`src/rtl/bcd_counter.sv`:
```
// rtl/bcd_counter.sv - single-digit BCD counter with prescaler, load and seven-segment decode
module bcd_counter #(
  parameter int unsigned TICK_DIV = 1
) (
  input  logic       clk,
  input  logic       rst,
  input  logic       Load,
  input  logic [3:0] Din,
  output logic [3:0] Q,
  output logic       Co,
  output logic [7:0] Q_seg
);

  // Prescaler terminal value; with TICK_DIV=1 it is 0 and every cycle ticks.
  localparam logic [15:0] PRESCALE_LAST = 16'(TICK_DIV - 1);

  logic [3:0]  count;
  logic [15:0] prescale;
  logic        tick;

  assign tick = (prescale == PRESCALE_LAST);

  // Prescaler: restarts on load so step spacing is measured from the load edge.
  always_ff @(posedge clk or posedge rst) begin
    if (rst) begin
      prescale <= 16'd0;
    end else if (Load) begin
      prescale <= 16'd0;
    end else if (tick) begin
      prescale <= 16'd0;
    end else begin
      prescale <= prescale + 16'd1;
    end
  end

  // Count register: load wins over tick; non-BCD load values are coerced to 0.
  always_ff @(posedge clk or posedge rst) begin
    if (rst) begin
      count <= 4'd0;
    end else if (Load) begin
      count <= (Din > 4'd9) ? 4'd0 : Din;
    end else if (tick) begin
      count <= (count == 4'd9) ? 4'd0 : count + 4'd1;
    end
  end

  assign Q  = count;
  assign Co = (count == 4'd9) && tick && !Load;

  // Seven-segment decode of the live count; dp is never lit, 10..15 blank.
  always_comb begin
    Q_seg = 8'h00;
    case (count)
      4'd0:    Q_seg = 8'h3F;
      4'd1:    Q_seg = 8'h06;
      4'd2:    Q_seg = 8'h5B;
      4'd3:    Q_seg = 8'h4F;
      4'd4:    Q_seg = 8'h66;
      4'd5:    Q_seg = 8'h6D;
      4'd6:    Q_seg = 8'h7D;
      4'd7:    Q_seg = 8'h07;
      4'd8:    Q_seg = 8'h7F;
      4'd9:    Q_seg = 8'h6F;
      default: Q_seg = 8'h00;
    endcase
  end

endmodule

```
`config.mk`:
```
export PLATFORM = sky130hd
export DESIGN_NAME = bcd_counter
export DESIGN_NICKNAME = d
export VERILOG_FILES = /design/src/rtl/bcd_counter.sv
export SDC_FILE = /design/constraint.sdc
export NUM_CORES = 1
export LEC_CHECK = 0
export CAP_MARGIN = 40
export CORE_AREA = 2 2 53 55
export CTS_CLUSTER_SIZE = 14
export DETAILED_ROUTE_END_ITERATION = 7
export DIE_AREA = 0 0 55 57
export GPL_TIMING_DRIVEN = 0
export PLACE_DENSITY = 0.77
export SYNTH_ARGS = -nofsm -noshare
export SYNTH_HDL_FRONTEND = slang
export SYNTH_SLANG_ARGS = --single-unit
```
`constraint.sdc`:
```
create_clock -name clk -period 2.4 [get_ports clk]
set_input_delay 0.48 -clock clk [delete_from_list [all_inputs] [get_ports clk]]
set_output_delay 0.48 -clock clk [all_outputs]
set_load 0.02 [all_outputs]
```
==> results.yml, run 1 <==
run_status:
  status: "complete, no violations"
setup_path:
  worstSetupStartpoint: "Q[0]"
  end_kind: "output port"
  crit_family: "buffers and inverters"
  slowest_stage: "dfrtp_2"
  cp.required_ns: 1.92
  cpPeakStageDelay_ns: 0.48
  cpMostUsedCell: "inv_1"
  path_max_fanout: 8
  crit_buf_inv: 3
  arrival_ns: 1.79
  rr_startpoint: "prescale[6]"
  crit_chain: "inv_1, ha_1, inv_1, o21ai_0, dlygate4sd2_1"
  startpoint_type: "register"
  critPathKind: "reg -> out"
sta:
  fin_ws_ns: 0.129
  finalHoldViolations: 0
  setup_viol: 0
  worst_slew_pin_slew_ns: 0.757
  max_slew_margin_pct: 49.5
  max_freq_ghz: 0.440
  slew_violations: 0
  layout_min_cycle_time_ns: 2.27
  whs_ns: 0.522
  post-route-period-util_pct: 94.6
  skew_ns: 0.00960
clocking:
  cts_buffers: 3
  ctsLongestPathBuffers: 2
  h-tree-depth: 1
  cts-hold-fix-buffers: 0
  clock_sinks: 20
  cts_tree: "done"
  clkLatencyLatePin_ns: 0.31
  cts_root_buf: "clkbuf_4"
  clkTransAtPathRegs_ns: 0.12
synthesis:
  ys.flop_type: "dfrtp_1"
  synth_async_sr_flop_share_pct: 100
  synth_xor_area_share_pct: 9.32
  postSynthCellCount: 145
  synth_area_sq_um: 1320
  synth.avg_cell_area_sq_um: 9.07
  synthSimpleGateAreaFrac_pct: 26.2
  ys_warn_count: 0
  muxShareOfSynthArea_pct: 0.856
  syn_nets: 162
  synth_compound_area_share_pct: 10.2
  postSynthRegisterBits: 20
  yosysSeqAreaShare_pct: 38.1
  synth_top_family_by_area: "simple AND/OR/NAND/NOR gates"
  synth_cell_types: 39
  synth_fa_ha_area_share_pct: 9.51
  synth_edf_count: 0
floorplanning:
  start_util_pct: 50.3
  die_x_microns: 55
  die_h_microns: 57
  rows: 19
  coreArea_sq_um: 2620
  dieArea_sq_um: 3140
  num_io_pins: 20
cells_and_area:
  multi_input_area_sq_um: 774
  diodes: 0
  stdcell_area_sq_um: 1660
  fillers: 220
  syn_to_final_growth_pct: 26.1
  regArea_sq_um: 504
  nNetsFinal: 191
  drive_above_1_share_pct: 15.0
drt:
  drt-initial-drc-count: 46
  wl_per_cell_microns: 14.0
  final_antenna_net_count: 0
  route.detailed.drc: 0
  num_vias: 1130
  dr.pass1.iters: 4
  drt-total-wl_microns: 2860
  viasPerCell: 5.54
global_route:
  grt_max_degree: 21
  grt_remaining_overflow: 0
  grt_pass1_wl_microns: 4990
  antenna_found_initial: 0
  track_usage_pct: 21.1
  grt_pass1_vias: 1108
hold_path:
  hold_path.class: "reg -> reg"
  min-delay-start: "prescale[0]"
pwr:
  peakVddDrop_uv: 345
  p_leak_nw: 0.695
  p_per_area_nw_per_um2: 513
job:
  drv_cap: 0
placement:
  place_congestion: 0.801
  place_area_sq_um: 1530
  dp_hpwl_microns: 2020
  place_ws_ns: -0.0166
  io_buffers: 18
## cell type report
class / instances / area share [%]
multi-input combinational: 107 / 46.7
clock buffer: 3 / 1.36
sequential: 20 / 30.4
tap: 31 / 2.34
timing repair buffer: 24 / 12.9
inverter: 13 / 2.94
buffer: 5 / 1.51
clock inverter: 1 / 1.81
## logic make-up after synthesis
group,after synthesis
other,1
AND/OR/NAND/NOR,58
XOR/XNOR,14
multiplexers,1
flip-flops,20
adder cells (fa/ha/maj),10
AO/OA/AOI/OAI,23
buffers and inverters,18
## per-layer routing
layer	global-route usage (%)	wire length (microns)	vias to the layer above
met5	0	0	-
met4	7.67	46	0
met3	2.36	124	5
met2	35.0	1460	30
met1	27.8	1230	534
li1	-	-	561
## timing repair
item                                    CTS  global route
cloned                                    0             0
gates resized for setup                  15             8
pin swaps                                 1             0
buffers inserted                          2             4
endpoints found under the setup margin    8             3
## synthesized netlist by cell type (2+ instances only)
cell type | number | share of area, %
dfrtp_1 | 20 | 38
nor2_1 | 15 | 4.3
inv_1 | 13 | 3.7
ha_1 | 10 | 9.5
o21ai_0 | 9 | 3.4
xnor2_1 | 9 | 6.0
nand3_1 | 7 | 2.7
nand2_1 | 6 | 1.7
nand4_1 | 5 | 2.4
xor2_1 | 5 | 3.3
a21oi_1 | 4 | 1.5
nor4_1 | 4 | 1.9
o22ai_1 | 4 | 1.9
nand2b_1 | 3 | 1.4
nor3_1 | 3 | 1.1
a31oi_1 | 2 | 0.95
clkbuf_1 | 2 | 0.57
nand3b_1 | 2 | 1.1
nor4_2 | 2 | 1.9
## flip-flops by register name (all words and copies together) (netlist names)
signal	count
prescale	16
Q	4
## layout by cell type (no fill, tap or decap), drive strengths merged, types with 2 or more instances in the layout
cell type and count:
o22ai 4, a21oi 4, o21ai 9, a31oi 2, nor2 15, nand2 6, xor2 5, nor3 3
nand3 7, buf 8, clkdlybuf4s50 10, inv 13, clkbuf 7, nor4 7, nand4 6, nand3b 2
xnor2 9, dlygate4sd2 5, ha 10, nand2b 3, dfrtp 20
## through the flow
stage | total power [mW] | std cells | TNS, ns | util, %
finish | 0.851 | 204 | 0 | 63.4
CTS | 0.860 | 200 | 0 | 61.4
global route | 0.895 | 204 | -0.00627 | 63.4
floorplan | 0.493 | 145 | 0 | -
detailed placement | 0.594 | 194 | -0.0166 | 58.7
global placement | 0.591 | 194 | -0.0170 | 58.7
## report_power, final
group	switching [mW]	internal, mW	leakage, nW
Sequential	0.0111	0.346	0.269
Clock	0.106	0.169	0.0279
Combinational	0.127	0.0916	0.398
## worst reg2reg max path, stage by stage, from the launching register on
cell and delay, ns:
dfrtp_2 0.48, nor4_4 0.35, nand4_4 0.19, buf_4 0.18, or4b_1 0.46, a31oi_1 0.17
## final timing paths
check / to / slack, ns / cells after the start
min: prescale[0] / 0.52 / 1
max: Q_seg[3] / 0.13 / 5
min in group asynchronous: prescale[9] / 0.59 / 2
max in group asynchronous: prescale[6] / 1.28 / 2
max reg2reg: Q[2] / 0.51 / 5
min reg2reg: prescale[0] / 0.52 / 1
No activity file was read; power rests on OpenSTA's default activity.
==> inputs of run 2 (changes only) <==
--- a/config.mk
+++ b/config.mk
@@ -6,12 +6,11 @@
 export NUM_CORES = 1
 export LEC_CHECK = 0
 export CAP_MARGIN = 40
-export CORE_AREA = 2 2 53 55
-export CTS_CLUSTER_SIZE = 14
+export CORE_AREA = 2 2 52 54
 export DETAILED_ROUTE_END_ITERATION = 7
-export DIE_AREA = 0 0 55 57
+export DIE_AREA = 0 0 54 56
 export GPL_TIMING_DRIVEN = 0
-export PLACE_DENSITY = 0.77
+export PLACE_DENSITY = 0.79
 export SYNTH_ARGS = -nofsm -noshare
 export SYNTH_HDL_FRONTEND = slang
 export SYNTH_SLANG_ARGS = --single-unit
==> constraint.sdc (replaced) <==
create_clock -name clk -period 2.73 [get_ports clk]
set_input_delay 0.546 -clock clk [delete_from_list [all_inputs] [get_ports clk]]
set_output_delay 0.546 -clock clk [all_outputs]
set_load 0.02 [all_outputs]
==> results.yml, run 2 (synthesis gave the netlist of run 1 again) <==
setup_path:
  cp.required_ns: 2.18
  r2r_setup_slack_ns: 0.83
  reg2reg_to: "Q[1]"
  arrival_ns: 2.07
  startpoint_type: "register"
  rr_startpoint: "prescale[0]"
  critPathKind: "reg -> out"
  rr_worst_depth: 6
  end_kind: "output port"
  path_max_fanout: 8
global_route:
  grt_pass1_vias: 1133
  grt_max_degree: 21
  grt_remaining_overflow: 0
  track_usage_pct: 20.9
  antenna_found_initial: 0
  grt_pass1_wl_microns: 4870
sta:
  layout_min_cycle_time_ns: 2.62
  setup_viol: 0
  fin_setup_tns_ns: 0
  post-route-period-util_pct: 95.8
  max_slew_margin_pct: 51.1
  max_freq_ghz: 0.382
  worst_slew_pin_slew_ns: 0.732
  slew_violations: 0
  skew_ns: 0.00250
  fin_ws_ns: 0.115
  finalHoldViolations: 0
placement:
  place_inst: 193
  place_ws_ns: 0.209
  dp_hpwl_microns: 2120
  place_congestion: 0.809
  io_buffers: 18
pwr:
  report.power.total_mw: 0.667
  p_per_area_nw_per_um2: 420
  p_leak_nw: 0.659
  switchingPower_mw: 0.210
  peakVddDrop_uv: 332
  internal-power_mw: 0.457
  seqPwrFrac_pct: 47.4
  power_frac_comb_pct: 32.3
  sw_frac_of_total_pct: 31.5
  p_clk_share_pct: 20.2
cells_and_area:
  largest_reg_flops: 16
  syn_to_final_growth_pct: 20.8
  instances_no_fill: 200
  nNetsFinal: 189
  drive_above_1_share_pct: 10.6
  max_flop_register: "prescale"
  final_common_cell: "dfrtp_1"
  diodes: 0
  layout_common_cells: "18 x dfrtp_1, 16 x clkdlybuf4s50_1, 15 x nor2_1, 13 x inv_1, 10 x ha_1"
  fillers: 195
drt:
  num_vias: 1124
  drt-initial-drc-count: 32
  wl_per_cell_microns: 14.2
  route.detailed.drc: 0
  dr.pass1.iters: 4
  final_antenna_net_count: 0
  drt-total-wl_microns: 2840
  viasPerCell: 5.62
floorplanning:
  start_util_pct: 54.1
  num_io_pins: 20
  coreArea_sq_um: 2430
  dieArea_sq_um: 3020
  die_x_microns: 54
  die_h_microns: 56
  rows: 18
clocking:
  clkLatencyLatePin_ns: 0.29
  clkTransAtPathRegs_ns: 0.10
  clock_sinks: 20
  h-tree-depth: 1
  cts_buffers: 3
  cts-hold-fix-buffers: 0
  ctsLongestPathBuffers: 2
  cts_root_buf: "clkbuf_4"
  cts_tree: "done"
hold_path:
  hold_path.class: "reg -> reg"
  min_to: "prescale[0]"
  min-delay-start: "prescale[0]"
  min_path_cells: 1
run_status:
  status: "complete, no violations"
job:
  drv_cap: 0
-- run 2: how the worst max path moves through the flow --
stage                            from       end  slack (ns)  cells after the start
after floorplan                  Q[1]  Q_seg[3]        0.63                      4
after global placement    prescale[0]        Co        0.28                      6
after detailed placement  prescale[0]        Co        0.21                      6
after CTS                        Q[0]  Q_seg[5]        0.09                      6
after global routing             Q[2]  Q_seg[6]      -0.007                      4
final                            Q[0]  Q_seg[1]        0.11                      4
-- run 2: timing repair --
action / in CTS / in global routing
resized for setup: 3 / 1
endpoints found under the hold margin: 0 / 0
setup endpoints to repair: 4 / 2
buffers inserted: 0 / 4
-- run 2: final cells by class --
cell class	count	area (sq um)	area share [%]
Inverter	13	48.8	3.07
Clock buffer	3	22.5	1.42
Tap cell	30	37.5	2.36
Sequential cell	20	503	31.7
Timing Repair Buffer	22	211	13.3
Buffer	5	25.0	1.57
Multi-Input combinational cell	107	741	46.6
-- run 2: critical path, stage by stage (launching register included) --
cell and delay [ns]:
dfrtp_2 0.46, inv_1 0.13, ha_1 0.33, o21ai_0 0.20, clkdlybuf4s50_1 0.66
-- run 2: metal layers --
| metal | GRT usage (%) | part of all wire, % |
|---|---|---|
| met3 | 4.84 | 3.7 |
| met4 | 2.50 | 0.28 |
| met5 | 0 | 0 |
| met2 | 34.8 | 49 |
| met1 | 27.8 | 47 |
-- run 2: metrics by stage --
step	util, %	cell area, sq um	hold slack (ns)
2_1_floorplan	-	1320	0.467
3_3_place_gp	63.0	1530	0.489
3_5_place_dp	63.0	1530	0.508
4_1_cts	64.0	1560	0.523
5_1_grt	65.3	1590	0.563
6_report	65.3	1590	0.519
-- run 2: power by group through the flow --
stage	combinational (mW)	clock (mW)	sequential, mW
final	0.215	0.135	0.316
after global routing	0.234	0.152	0.317
after CTS	0.203	0.139	0.318
after detailed placement	0.202	0	0.322
after global placement	0.196	0	0.323
after floorplan	0.106	0	0.328
==> RTL edit: new RTL, config.mk and constraints of run 1 <==
Register the inputs `Load` and `Din` before use. The logic sees them one clock later.
--- a/src/rtl/bcd_counter.sv
+++ b/src/rtl/bcd_counter.sv
@@ -16,2 +16,10 @@
 
+  logic Load_q;
+  logic [3:0] Din_q;
+
+  always_ff @(posedge clk) begin
+    Load_q <= Load;
+    Din_q  <= Din;
+  end
+
   logic [3:0]  count;
@@ -26,3 +34,3 @@
       prescale <= 16'd0;
-    end else if (Load) begin
+    end else if (Load_q) begin
       prescale <= 16'd0;
@@ -39,4 +47,4 @@
       count <= 4'd0;
-    end else if (Load) begin
-      count <= (Din > 4'd9) ? 4'd0 : Din;
+    end else if (Load_q) begin
+      count <= (Din_q > 4'd9) ? 4'd0 : Din_q;
     end else if (tick) begin
@@ -47,3 +55,3 @@
   assign Q  = count;
-  assign Co = (count == 4'd9) && tick && !Load;
+  assign Co = (count == 4'd9) && tick && !Load_q;
 
Behaviour: not the same (Yosys sat finds a counterexample within 4 cycles, from zero or initial values and one cycle with rst high).
==> RTL edit against run 1 <==
Wire length shrank 0.59%; design area grew 2.9%; synthesized area rose by 7.8%; non-clock buffer count down 4; worst setup slack got worse by 0.011 ns; via count rose by 3.0%; critical path depth is 1 lower; power grew 2.0%; sequential cell count up 5; clock power fell by 26%; combinational power is 2% lower; critical path type unchanged; largest cell class unchanged; largest power group unchanged.
==> RTL edit: results (changes against run 1) <==
- Routability cong.: 0.841 (+5.0%)
- First-pass GRT wire length: 4900 um (-1.8%)
- Fraction of layout cells with a size suffix above 1: 14.9% (-0.086 points)
- Cell leakage power: 0.712 nW (+2.4%)
- Routing usage on met3: 3.66% (+1.3 points)
- GRT Resource Usage Total: 21.0% (-0.15 points)
- Number of global-route vias before repair: 1149 (+3.7%)
- Synth area leaders: dfrtp_1 35%, ha_1 8.8%, dfxtp_1 7.1%
- Worst reg2reg setup slack: 0.61 ns (+0.10 ns)
- Clock Skew: 0.00466 ns (-0.00494 ns)
- P_comb: 215 uW (-2%)
- Clk pwr: 203 uW (-26%)
- ClkCell Share: 1.83% (-1.3 points)
- Multiplexer share of the synthesized area: 0.794% (-0.062 points)
- XOR/XNOR Fraction of Synth Area: 8.65% (-0.67 points)
- Critical path endpoint: Q_seg[6]
- Crit path from: Q[3]
- Post-synthesis compound-gate area fraction: 9.80% (-0.38 points)
- Adder-cell share of the synthesized area: 8.83% (-0.69 points)
- Synth async-reset ratio: 80.0% (-20 points)
- Synth cell count leaders: 20 x dfrtp_1, 16 x nor2_1, 13 x inv_1
- Peak supply drop: 400 uV (+16%)
- FILL cells: 216 (-1.8%)
- Status: completed
- HPWL after DPL: 2050 um (+1.3%)
- Switch Pwr: 274 uW (+12%)
- Crit-path slowest cell: dfrtp_1
- PostCTS Resize Cnt: 16 (+1)
- Reg2reg end: Q[1]
- Worst-Skew Late Latency: 0.33 ns (+0.02 ns)
- CP Max Fanout: 10 (+2)
- Multi-input gate share of total cell area: 45.6% (-1.2 points)
- Register Area: 606 um2 (+20%)
- Slowest stage delay, CP: 0.46 ns (-0.02 ns)
- Worst slew pin tran: 0.762 ns (+0.00559 ns)
- Clock transition at path regs: 0.14 ns (+0.02 ns)
- Final WL: 2850 um (-0.59%)
==> RTL edit: changes by cell type after synthesis <==
cell      delta
a21oi_1      -1
dfxtp_1      +5
nand3_1      +1
or4_1        -1
a21o_2       +1
nand2_1      -1
o21bai_1     -1
a31o_2       +1
nor2_1       +1
==> RTL edit: stage by stage <==
stage / setup WS [ns] / TNS [ns] / cell area, um2 / hold slack (ns) / instances
finish: 0.118 / 0 / 1710 / 0.491 / 205
global route: -0.0138 / -0.0264 / 1710 / 0.536 / 205
CTS: 0.00479 / 0 / 1690 / 0.507 / 205
detailed placement: -0.0243 / -0.0243 / 1640 / 0.492 / 199
global placement: 0.00788 / 0 / 1640 / 0.489 / 199
floorplan: 0.363 / 0 / 1420 / 0.444 / 150
==> RTL edit: routing by layer <==
layer	part of all wire [%]	wire length [um]
met1	44	1260
met2	51	1440
met3	4.1	116
met4	0.88	25
met5	0	0
